$ cat src/rtl/ysyx_040750_if_fetch.sv
// Instruction fetch stage: one outstanding request, redirect handling, single-entry output hold.
// Optional macro YSYX_040750_IF_MISALIGN_CHK_EN turns a misaligned pc into a bubble instead of a request.
//
// state  | meaning
// S_IDLE | one cycle after reset, loads RESET_PC
// S_REQ  | request valid on O_inst_addr, waiting for I_inst_ready
// S_WAIT | request accepted, waiting for I_inst_rvalid
// S_HOLD | fetched instruction offered downstream
module ysyx_040750_if_fetch #(
   parameter logic [31:0] RESET_PC = 32'h8000_0000
) (
   input  logic        I_sys_clk,
   input  logic        I_rst,
   input  logic        I_jmp_en,
   input  logic [31:0] I_jmp_pc,
   input  logic        I_IF_ID_allowin,
   output logic        O_inst_req,
   output logic [31:0] O_inst_addr,
   input  logic        I_inst_ready,
   input  logic        I_inst_rvalid,
   input  logic [31:0] I_inst_rdata,
   output logic        O_IF_ID_valid,
   output logic [31:0] O_pc,
   output logic [31:0] O_inst,
   output logic        O_IF_ID_jmp
);

   localparam logic [31:0] NOP = 32'h0000_0013;

   typedef enum logic [1:0] {S_IDLE, S_REQ, S_WAIT, S_HOLD} state_t;

   state_t      state, state_nxt;
   logic [31:0] pc, pc_nxt;
   logic [31:0] tgt, tgt_nxt;
   logic [31:0] pc_out, pc_out_nxt;
   logic [31:0] inst_out, inst_out_nxt;
   logic        flush_pend, flush_pend_nxt;
   logic        redir_pend, redir_pend_nxt;
   logic        mis_hold, mis_hold_nxt;
   logic        misaligned;

`ifdef YSYX_040750_IF_MISALIGN_CHK_EN
   assign misaligned = (pc[1:0] != 2'b00);
`else
   assign misaligned = 1'b0;
`endif

   always_ff @(posedge I_sys_clk) begin
      if (I_rst) begin
         state      <= S_IDLE;
         pc         <= RESET_PC;
         tgt        <= 32'h0;
         pc_out     <= 32'h0;
         inst_out   <= NOP;
         flush_pend <= 1'b0;
         redir_pend <= 1'b0;
         mis_hold   <= 1'b0;
      end else begin
         state      <= state_nxt;
         pc         <= pc_nxt;
         tgt        <= tgt_nxt;
         pc_out     <= pc_out_nxt;
         inst_out   <= inst_out_nxt;
         flush_pend <= flush_pend_nxt;
         redir_pend <= redir_pend_nxt;
         mis_hold   <= mis_hold_nxt;
      end
   end

   always_comb begin
      state_nxt      = state;
      pc_nxt         = pc;
      tgt_nxt        = tgt;
      pc_out_nxt     = pc_out;
      inst_out_nxt   = inst_out;
      flush_pend_nxt = flush_pend;
      redir_pend_nxt = redir_pend;
      mis_hold_nxt   = mis_hold;
      case (state)
         S_IDLE: begin
            state_nxt = S_REQ;
            pc_nxt    = RESET_PC;
         end
         S_REQ: begin
            if (misaligned) begin
               // a redirect still wins; otherwise emit a squashed bubble at this pc
               if (I_jmp_en) begin
                  pc_nxt = I_jmp_pc;
               end else begin
                  state_nxt    = S_HOLD;
                  inst_out_nxt = NOP;
                  pc_out_nxt   = pc;
                  mis_hold_nxt = 1'b1;
               end
            end else if (I_inst_ready) begin
               state_nxt = S_WAIT;
               if (I_jmp_en) begin
                  flush_pend_nxt = 1'b1;
                  tgt_nxt        = I_jmp_pc;
               end
            end else if (I_jmp_en) begin
               pc_nxt = I_jmp_pc;
            end
         end
         S_WAIT: begin
            if (I_inst_rvalid) begin
               if (flush_pend || I_jmp_en) begin
                  state_nxt      = S_REQ;
                  pc_nxt         = I_jmp_en ? I_jmp_pc : tgt;
                  flush_pend_nxt = 1'b0;
               end else begin
                  state_nxt    = S_HOLD;
                  inst_out_nxt = I_inst_rdata;
                  pc_out_nxt   = pc;
               end
            end else if (I_jmp_en) begin
               flush_pend_nxt = 1'b1;
               tgt_nxt        = I_jmp_pc;
            end
         end
         S_HOLD: begin
            if (I_IF_ID_allowin) begin
               state_nxt      = S_REQ;
               redir_pend_nxt = 1'b0;
               mis_hold_nxt   = 1'b0;
               if (I_jmp_en)        pc_nxt = I_jmp_pc;
               else if (redir_pend) pc_nxt = tgt;
               else                 pc_nxt = pc + 32'd4;
            end else if (I_jmp_en) begin
               redir_pend_nxt = 1'b1;
               tgt_nxt        = I_jmp_pc;
            end
         end
         default: state_nxt = S_IDLE;
      endcase
   end

   assign O_inst_req    = (state == S_REQ) && !misaligned;
   assign O_inst_addr   = pc;
   assign O_IF_ID_valid = (state == S_HOLD);
   assign O_pc          = pc_out;
   assign O_inst        = inst_out;
   assign O_IF_ID_jmp   = (state == S_HOLD) && (redir_pend || I_jmp_en || mis_hold);

endmodule

$ cat config.mk
export PLATFORM = sky130hd
export DESIGN_NAME = ysyx_040750_if_fetch
export DESIGN_NICKNAME = d
export VERILOG_FILES = /design/src/rtl/ysyx_040750_if_fetch.sv
export SDC_FILE = /design/constraint.sdc
export NUM_CORES = 1
export LEC_CHECK = 0
export ABC_AREA = 1
export BUFFER_PORTS_ARGS = -buffer_cell sky130_fd_sc_hd__buf_2
export CORE_MARGIN = 4
export CORE_UTILIZATION = 54
export DETAILED_ROUTE_END_ITERATION = 12
export GPL_ROUTABILITY_DRIVEN = 0
export PLACE_DENSITY = 0.83
export SLEW_MARGIN = 25
export SYNTH_ARGS = -nofsm -noshare
export SYNTH_HDL_FRONTEND = slang
export SYNTH_SLANG_ARGS = --single-unit
$ cat constraint.sdc
create_clock -name I_sys_clk -period 2.15 [get_ports I_sys_clk]
set_clock_uncertainty 0.15 [all_clocks]
set_input_delay 0.43 -clock I_sys_clk [delete_from_list [all_inputs] [get_ports I_sys_clk]]
set_output_delay 0.43 -clock I_sys_clk [all_outputs]
set_load 0.02 [all_outputs]
Word-level counts from Yosys, hierarchy flattened
Index checks and enable logic that the tools add are counted.
{"block": "word_totals", "out_inout_bits": 99, "regBits": 132, "input_bits": 70, "word_cells": 59}
{"block": "op_classes", "eq_ne": 12, "n_reduce_logical": 13, "n_addsub": 1, "bitwise": 1, "muxes": 25}
{"op": "2-to-1 mux 32 bit", "count": 11}
{"op": "one-hot mux 32 bit (4 select lines)", "count": 1}
{"op": "one-hot mux 32 bit (3 select lines)", "count": 1}
{"op": "adder 32 x 3 -> 32 bit, second input constant", "count": 1}
{"op": "inequality test 2 bit, second input constant", "count": 7}
{"op": "AND reduction 3 bit", "count": 3}
{"op": "2-to-1 mux 2 bit", "count": 4}
{"op": "one-hot mux 2 bit (4 select lines)", "count": 1}
{"op": "2-to-1 mux 1 bit", "count": 6}
{"op": "AND reduction 5 bit", "count": 1}
{"op": "== test 2 bit, second input constant", "count": 2}
{"op": "AND reduction 4 bit", "count": 1}
{"op": "nonzero test 2 bit", "count": 2}
{"op": "inequality test 3 bit, second input constant", "count": 1}
{"op": "nonzero test 3 bit", "count": 1}
{"op": "== test 2 x 1 -> 1 bit, second input constant", "count": 1}
{"op": "zero test 2 bit", "count": 1}
{"op": "logical OR 1 bit", "count": 2}
{"op": "inequality test 2 x 1 -> 1 bit, second input constant", "count": 1}
{"op": "one-hot mux 1 bit (2 select lines)", "count": 1}
{"op": "AND reduction 2 bit", "count": 1}
{"op": "logical AND 1 bit", "count": 1}
{"op": "NOT 1 bit", "count": 1}

Depth between registers and ports, before layout
Gate-level depths: netlist of run 1.
{"block": "depth", "depth_word": 5, "ltp_mapped": 15}

Worst setup path before layout of run 1
Ideal clock, no wire load.
{"block": "synth_timing", "kind": "register -> register", "startpoint": "register state[0]", "endpoint": "register pc[22], in the netlist O_inst_addr[22]", "t_required_ps": 1868, "arrival_time_ps": 1820, "path_stages_with_launch": 11, "path_slack_ps": 47, "path_cell_list": "dfxtp_1 -> ha_1 -> buf_2 -> inv_2 -> or2_2 -> nand4_4 -> nor2_1 -> buf_6 -> buf_8 -> nand2_1 -> a21oi_1"}
{"block": "synth_between", "elab_chain_len": 3, "elab_cells_between_ends": 11, "classes_between": "eq/ne (8); mux (1); reduce/logical (2)"}
{"element": "start, declared", "line_no": "32", "source": "state_t state, state_nxt;"}
{"element": "start signal, assigned", "line_no": "59", "source": "state <= state_nxt;"}
{"element": "== test 2 bit (*)"}
{"element": "net O_IF_ID_valid", "line_no": "22", "source": "output logic O_IF_ID_valid,"}
{"element": "inequality test 2 bit (no source line)"}
{"element": "AND reduction 5 bit (no source line)"}
{"element": "end signal, assigned", "line_no": "60", "source": "pc <= pc_nxt;"}
{"element": "end, declared", "line_no": "33", "source": "logic [31:0] pc, pc_nxt;"}
The timed path passes the listed nets; every way through them passes the cells marked *.
A chain may end at the register's enable or synchronous reset.

Worst setup path in the final report of run 1
{"block": "layout_timing", "startpoint": "register state[1]", "endpoint": "output O_IF_ID_jmp"}
{"block": "layout_between", "elab_chain_len": 2}
{"element": "== test 2 bit", "line_no": "143", "source": "assign O_IF_ID_jmp = (state == S_HOLD) && (redir_pend || I_jmp_en || mis_hold);"}
{"element": "logical AND 1 bit", "line_no": "143"}
{"element": "end, declared", "line_no": "25", "source": "output logic O_IF_ID_jmp"}
Every way passes these cells.

==> results of run 1 <==
==> cell usage after synthesis, types with 2 or more instances <==
library cell / instances
a31oi_1: 2
nand2_2: 5
inv_2: 3
o22ai_1: 8
a22oi_1: 22
o21ai_0: 126
nand3_1: 25
nor3_1: 2
a22o_1: 3
buf_6: 3
o21ai_1: 4
nor2_2: 13
nor2_1: 256
nor2_4: 3
inv_1: 48
nand4_1: 2
dfxtp_1: 132
buf_2: 13
clkbuf_1: 39
nand2_1: 237
ha_1: 6
or2_2: 2
a21oi_1: 85
xor2_1: 4
clkbuf_8: 6
xnor2_1: 4
==> layer usage <==
layer / track usage / vias up / part of all wire
li1: - / 3804 / -
met5: 0 / - / 0
met4: 0.172 / 0 / 0.053
met2: 0.468 / 468 / 0.46
met3: 0.0771 / 99 / 0.099
met1: 0.384 / 3515 / 0.39
==> what timing repair did <==
item	CTS	global route
resized for setup	2	23
pin swaps	0	1
endpoints found under the hold margin	0	0
setup endpoints to repair	2	48
buffers inserted	0	0
==> cell type report <==
type | count | area, um2 | share of cell area
sequential | 132 | 2650 | 0.305
clock buffer | 19 | 443 | 0.0510
timing repair buffer | 211 | 1220 | 0.141
tap | 172 | 215 | 0.0248
multi-input combinational | 821 | 3830 | 0.441
clock inverter | 13 | 134 | 0.0154
inverter | 52 | 195 | 0.0225
==> sequential cells by signal, summed over array words and instances (netlist names) <==
name,count
O_inst,32
O_inst_addr,32
O_pc,32
flush_pend,1
redir_pend,1
state,2
tgt,32
==> worst reg2reg max path, cell delays in order (launching register included) <==
cell     delay [ns]
dfxtp_1        0.40
nand3_2        0.22
nor2_2         0.22
inv_1          0.13
nor2_2         0.24
xor2_1         0.27
o22ai_1        0.10
nand2_1        0.07
nand2_1        0.05
nand2_1        0.05
a21oi_1        0.06
==> power groups by stage <==
stage	clock network, mW	logic (mW)	registers [mW]
2_1_floorplan	0	2.29	3.55
3_3_place_gp	0	3.55	3.35
6_report	2.85	3.73	3.34
5_1_grt	2.98	4.12	3.39
3_5_place_dp	0	3.59	3.36
4_1_cts	2.87	3.63	3.32
==> path summary, 6_finish.rpt <==
kind	startpoint	end	slack (ns)	depth (start not counted)
setup / recovery	state[1]	O_IF_ID_jmp	0.05	4
hold / removal	I_inst_rdata[0]	O_inst[0]	0.07	3
setup reg to reg	O_inst_addr[4]	O_inst_addr[15]	0.07	10
hold reg to reg	tgt[1]	tgt[1]	0.30	2
==> logic make-up (layout without fill, tap and decap cells) <==
| kind of cell | Yosys count | after routing | synth area share |
|---|---|---|---|
| xor+xnor | 8 | 8 | 0.0101 |
| flops | 132 | 132 | 0.380 |
| simple gates | 551 | 551 | 0.322 |
| buf+inv | 116 | 295 | 0.0792 |
| compound gates | 256 | 256 | 0.198 |
| fa+ha+maj | 6 | 6 | 0.0108 |
==> flow_summary.toml, run 1 <==
[worst_setup_path]
max_stage_delay_ns = 0.39
startpoint_type = "register"
crit_buf_inv = 2
cp_top_family = "flip-flops"
path_class = "register to output port"
worstPathCellList = "ha_1 > inv_2 > nor2_2 > buf_2"
critical_path_arrival_ns = 1.52
crit_fanout = 4
required_ns = 1.57
cpMaxStageDelayCell = "dfxtp_1"
crit_path_end_kind = "output port"

[placement]
place_inst = 1388
place_area_um2 = 8040
dp_hpwl_um = 15700
port_buffers = 168
dp_slack_ns = 0.0453

[die]
die_x_um = 122
ios = 169
start_util = 0.552
die-area_um2 = 14800
core_um2 = 12600
rows = 41
chipHeight_um = 122

[logic_synthesis]
synth_top_cell_by_area = "dfxtp_1"
syn_area_um2 = 6960
ys_warn_count = 0
ys_types = 42
synth-edff-count = 0
synth_nets = 1145
netlist.area_leader.share = 0.380
ys_ff_latch = 132
avgSynthCellArea_um2 = 6.51
syn_inst = 1069
synthFlopType = "dfxtp_1"
synthArstFlopShare = 0
yosysSeqAreaShare = 0.380
synth.area.top_cells = "dfxtp_1, nor2_1, nand2_1, o21ai_0, a21oi_1"

[layout]
instances_no_fill = 1420
synthToLayoutAreaGrowth_pct = 24.8
drive_above_1_share = 0.235
final_common_cell = "nor2_1"
finalInstanceArea_um2 = 8690
final_cell_mix = "nor2_1, nand2_1, buf_2"
fillers = 1127
layout.nets = 1311
fin_util = 0.688
diodes = 0

[route]
drt-vias-per-instance = 5.55
post_drt_wl_per_cell_um = 15.8
ant_nets = 0
firstDrtPassIters = 6
drt_iter0_drc = 825
vias = 7886
drc = 0
routed_wl_um = 22400

[power]
ir_worst_vdd_uv = 684
power_switching_share = 0.394
p_comb_frac = 0.376
p_switching_mw = 3.91
cellLeakagePower_nw = 4.09
p_clk_frac = 0.287
totalPowerFinal_mw = 9.92
power_frac_seq = 0.337
power_density_nw_per_um2 = 1140
p_int_mw = 6.01

[clock_network]
cts_made_buffers = 17
hold_buffers = 0
clockRootBuffer = "clkbuf_16"
clk_latency_ns = 0.43
cts.htree.levels = 4
clkTransAtPathRegs_ns = 0.06
cts.sinks = 132
max-clock-path-buffers = 2
tritoncts = "yes"

[timing]
final_max_slew_viol_count = 0
tns_ns = 0
whs_ns = 0.0741
rsz0062_at_grt = "true"
min_period_ns = 2.10
hold_viol = 0
tightest_slew_ns = 0.512
worst_slack_ns = 0.0460
slew_headroom = 0.657
setup_viol = 0
max_freq_mhz = 475
min_period_over_period = 0.979

[grt]
grt_max_degree = 99
first_global_vias = 7233
grt_pass1_wl_um = 35700
globalRouteOverflowTotal = 0
antenna_found_initial = 0
grt_usage = 0.302

[flow_run]
drv_cap = 0

[status]
status = "finished clean"

[hold_path]
min_path_type = "input port to register"
No activity file was read; power rests on OpenSTA's default activity.
==> run 2, diff against run 1 <==
Settings changed: CAP_MARGIN from default to 30, CORE_UTILIZATION 54 to 49, PLACE_DENSITY 0.83 to 0.8.
Clock period 2.15 ns to 1.8 ns, I/O delays scaled along.
==> run 2 against run 1 <==
Net effect:
- the run now ends with negative hold slack, negative setup slack left
- register-to-register slack worse by 0.27 ns
- worst hold slack worse by 0.082 ns
- worst setup slack worse by 0.24 ns
- combinational power up 64%
- total power up 42%
- sequential share of layout area down 4.1 points
- sequential cell count unchanged
- core utilization up 4.9 points
- via count up 15%
- largest cell class unchanged
==> flow_summary.toml, run 2 (synthesis gave the netlist of run 1 again) <==
[clock_network]
tritoncts = "yes"
cts.sinks = 132
clockRootBuffer = "clkbuf_16"
clk_latency_ns = 0.43
cts_made_buffers = 17
clkTransAtPathRegs_ns = 0.06
cts.htree.levels = 4
max-clock-path-buffers = 2

[hold_path]
min_path_cells = 3
min_path_type = "input port to register"

[grt]
met3_usage = 0.0652
grt_usage = 0.309
globalRouteOverflowTotal = 0
grt_pass1_wl_um = 40200
busiest_layer = "met2"
grt_max_degree = 73
grt_use_met2 = 0.512
globalRouteMet1Util = 0.382
first_global_vias = 7997
antenna_found_initial = 0

[status]
status = "finished with violations"
violations = "negative hold slack, negative setup slack"

[die]
core_um2 = 13900
ios = 169
die_x_um = 127
chipHeight_um = 127
die-area_um2 = 16200
rows = 43
start_util = 0.502

[placement]
port_buffers = 168
place_area_um2 = 8530
dp_hpwl_um = 16700
dp_slack_ns = -0.204

[worst_setup_path]
ff2ff_path_depth = 8
crit_fanout = 18
critPathMostFrequentCell = "buf_4"
crit_buf_inv = 4
cp_num_cells = 8
cp_top_family = "compound AO/OA/AOI/OAI gates"
critical_path_arrival_ns = 2.18
worstPathCellList = "ha_4 > inv_4 > buf_4 > buf_4 > buf_6 > o31ai_1 > nand2_1 > a21oi_1"
required_ns = 1.98
path_class = "register to register"
cpMaxStageDelayCell = "dfxtp_4"
startpoint_type = "register"
crit_path_end_kind = "register"
max_stage_delay_ns = 0.41

[route]
post_drt_wl_per_cell_um = 19.6
firstDrtPassIters = 6
routed_wl_um = 29600
ant_nets = 0
vias = 9100
drt-vias-per-instance = 6.01
drc = 0
drt_iter0_drc = 1532

[layout]
multi_input_area_um2 = 4230
regArea_um2 = 2700
diodes = 0
final_cell_mix = "nand2_1, nor2_1, buf_2"
fillers = 953
synthToLayoutAreaGrowth_pct = 47.0
final_common_cell = "nand2_1"
layout.nets = 1396
finalInstanceArea_um2 = 10200
drive_above_1_share = 0.371

[timing]
tns_ns = -2.80
max_freq_mhz = 501
worst_slack_ns = -0.197
whs_ns = -0.00780
hold_viol = 1
rsz0062_at_grt = "true"
final_max_slew_viol_count = 0
tightest_slew_ns = 0.501
slew_headroom = 0.666
min_period_ns = 2.00
setup_viol = 64
min_period_over_period = 1.11

[power]
p_clk_frac = 0.276
power_switching_share = 0.395
p_switching_mw = 5.56
cellLeakagePower_nw = 4.76
power_frac_seq = 0.290
p_int_mw = 8.54
ir_worst_vdd_uv = 933
totalPowerFinal_mw = 14.1
power_density_nw_per_um2 = 1380
p_comb_frac = 0.434

[flow_run]
drv_cap = 0
## run 2: cell types whose count changed in the layout (fill, tap and decap cells not counted), moves of 16 or more
cell | before | now
o21ai_1 | 4 | 37
dfxtp_1 | 127 | 105
o21ai_2 | 0 | 16
nor2_2 | 17 | 45
o21ai_0 | 126 | 77
nor2_1 | 248 | 207
nand2_2 | 5 | 21
nand2_1 | 236 | 217
buf_4 | 37 | 90
buf_6 | 1 | 17
## run 2: layout make-up
class	count	area share
Tap cell	180	0.0220
Clock buffer	20	0.0446
Multi-Input combinational cell	821	0.414
Clock inverter	12	0.0194
Timing Repair Buffer	296	0.216
Sequential cell	132	0.264
Inverter	52	0.0210
## run 2: final timing paths
path | start | end | slack [ns]
worst max-delay path | state[0] | O_inst_addr[6] | -0.20
worst min-delay path | I_inst_rdata[5] | O_inst[5] | -0.008
worst max register to register | state[0] | O_inst_addr[6] | -0.20
worst min register to register | tgt[1] | tgt[1] | 0.30
## run 2: layer usage
layer / part of all wire / up-vias
met5: 0 / -
met3: 0.12 / 252
li1: - / 3993
met1: 0.35 / 4062
met4: 0.080 / 0
met2: 0.45 / 793
## run 2: stage by stage
step | instances | util | hold slack (ns)
2_1_floorplan | 1069 | - | 0.275
3_3_place_gp | 1449 | 0.614 | 0.284
3_5_place_dp | 1449 | 0.614 | 0.289
4_1_cts | 1504 | 0.697 | 0.000821
5_1_grt | 1513 | 0.737 | 0.0126
6_report | 1513 | 0.737 | -0.00780
## run 2: power by group through the flow
stage	registers (mW)	logic [mW]	clock network, mW
2_1_floorplan	4.27	2.85	0
3_3_place_gp	4.00	4.60	0
3_5_place_dp	4.02	4.65	0
4_1_cts	4.00	5.11	3.87
5_1_grt	4.13	6.49	4.04
6_report	4.09	6.12	3.89
## run 2: timing repair
| action | 4_1_cts | 5_1_grt |
|---|---|---|
| pin swaps | 10 | 26 |
| buffers inserted | 15 | 5 |
| hold buffers | 3 | 0 |
| cloned | 5 | 7 |
| gates resized for setup | 84 | 146 |
| endpoints found under the hold margin | 3 | 0 |
| setup endpoints to repair | 114 | 131 |
## run 2: worst reg2reg max path, stage by stage, from the launching register on
cell and delay [ns]:
dfxtp_4 0.41, ha_4 0.19, inv_4 0.05, buf_4 0.13, buf_4 0.14, buf_6 0.16, o31ai_1 0.32, nand2_1 0.14
a21oi_1 0.22
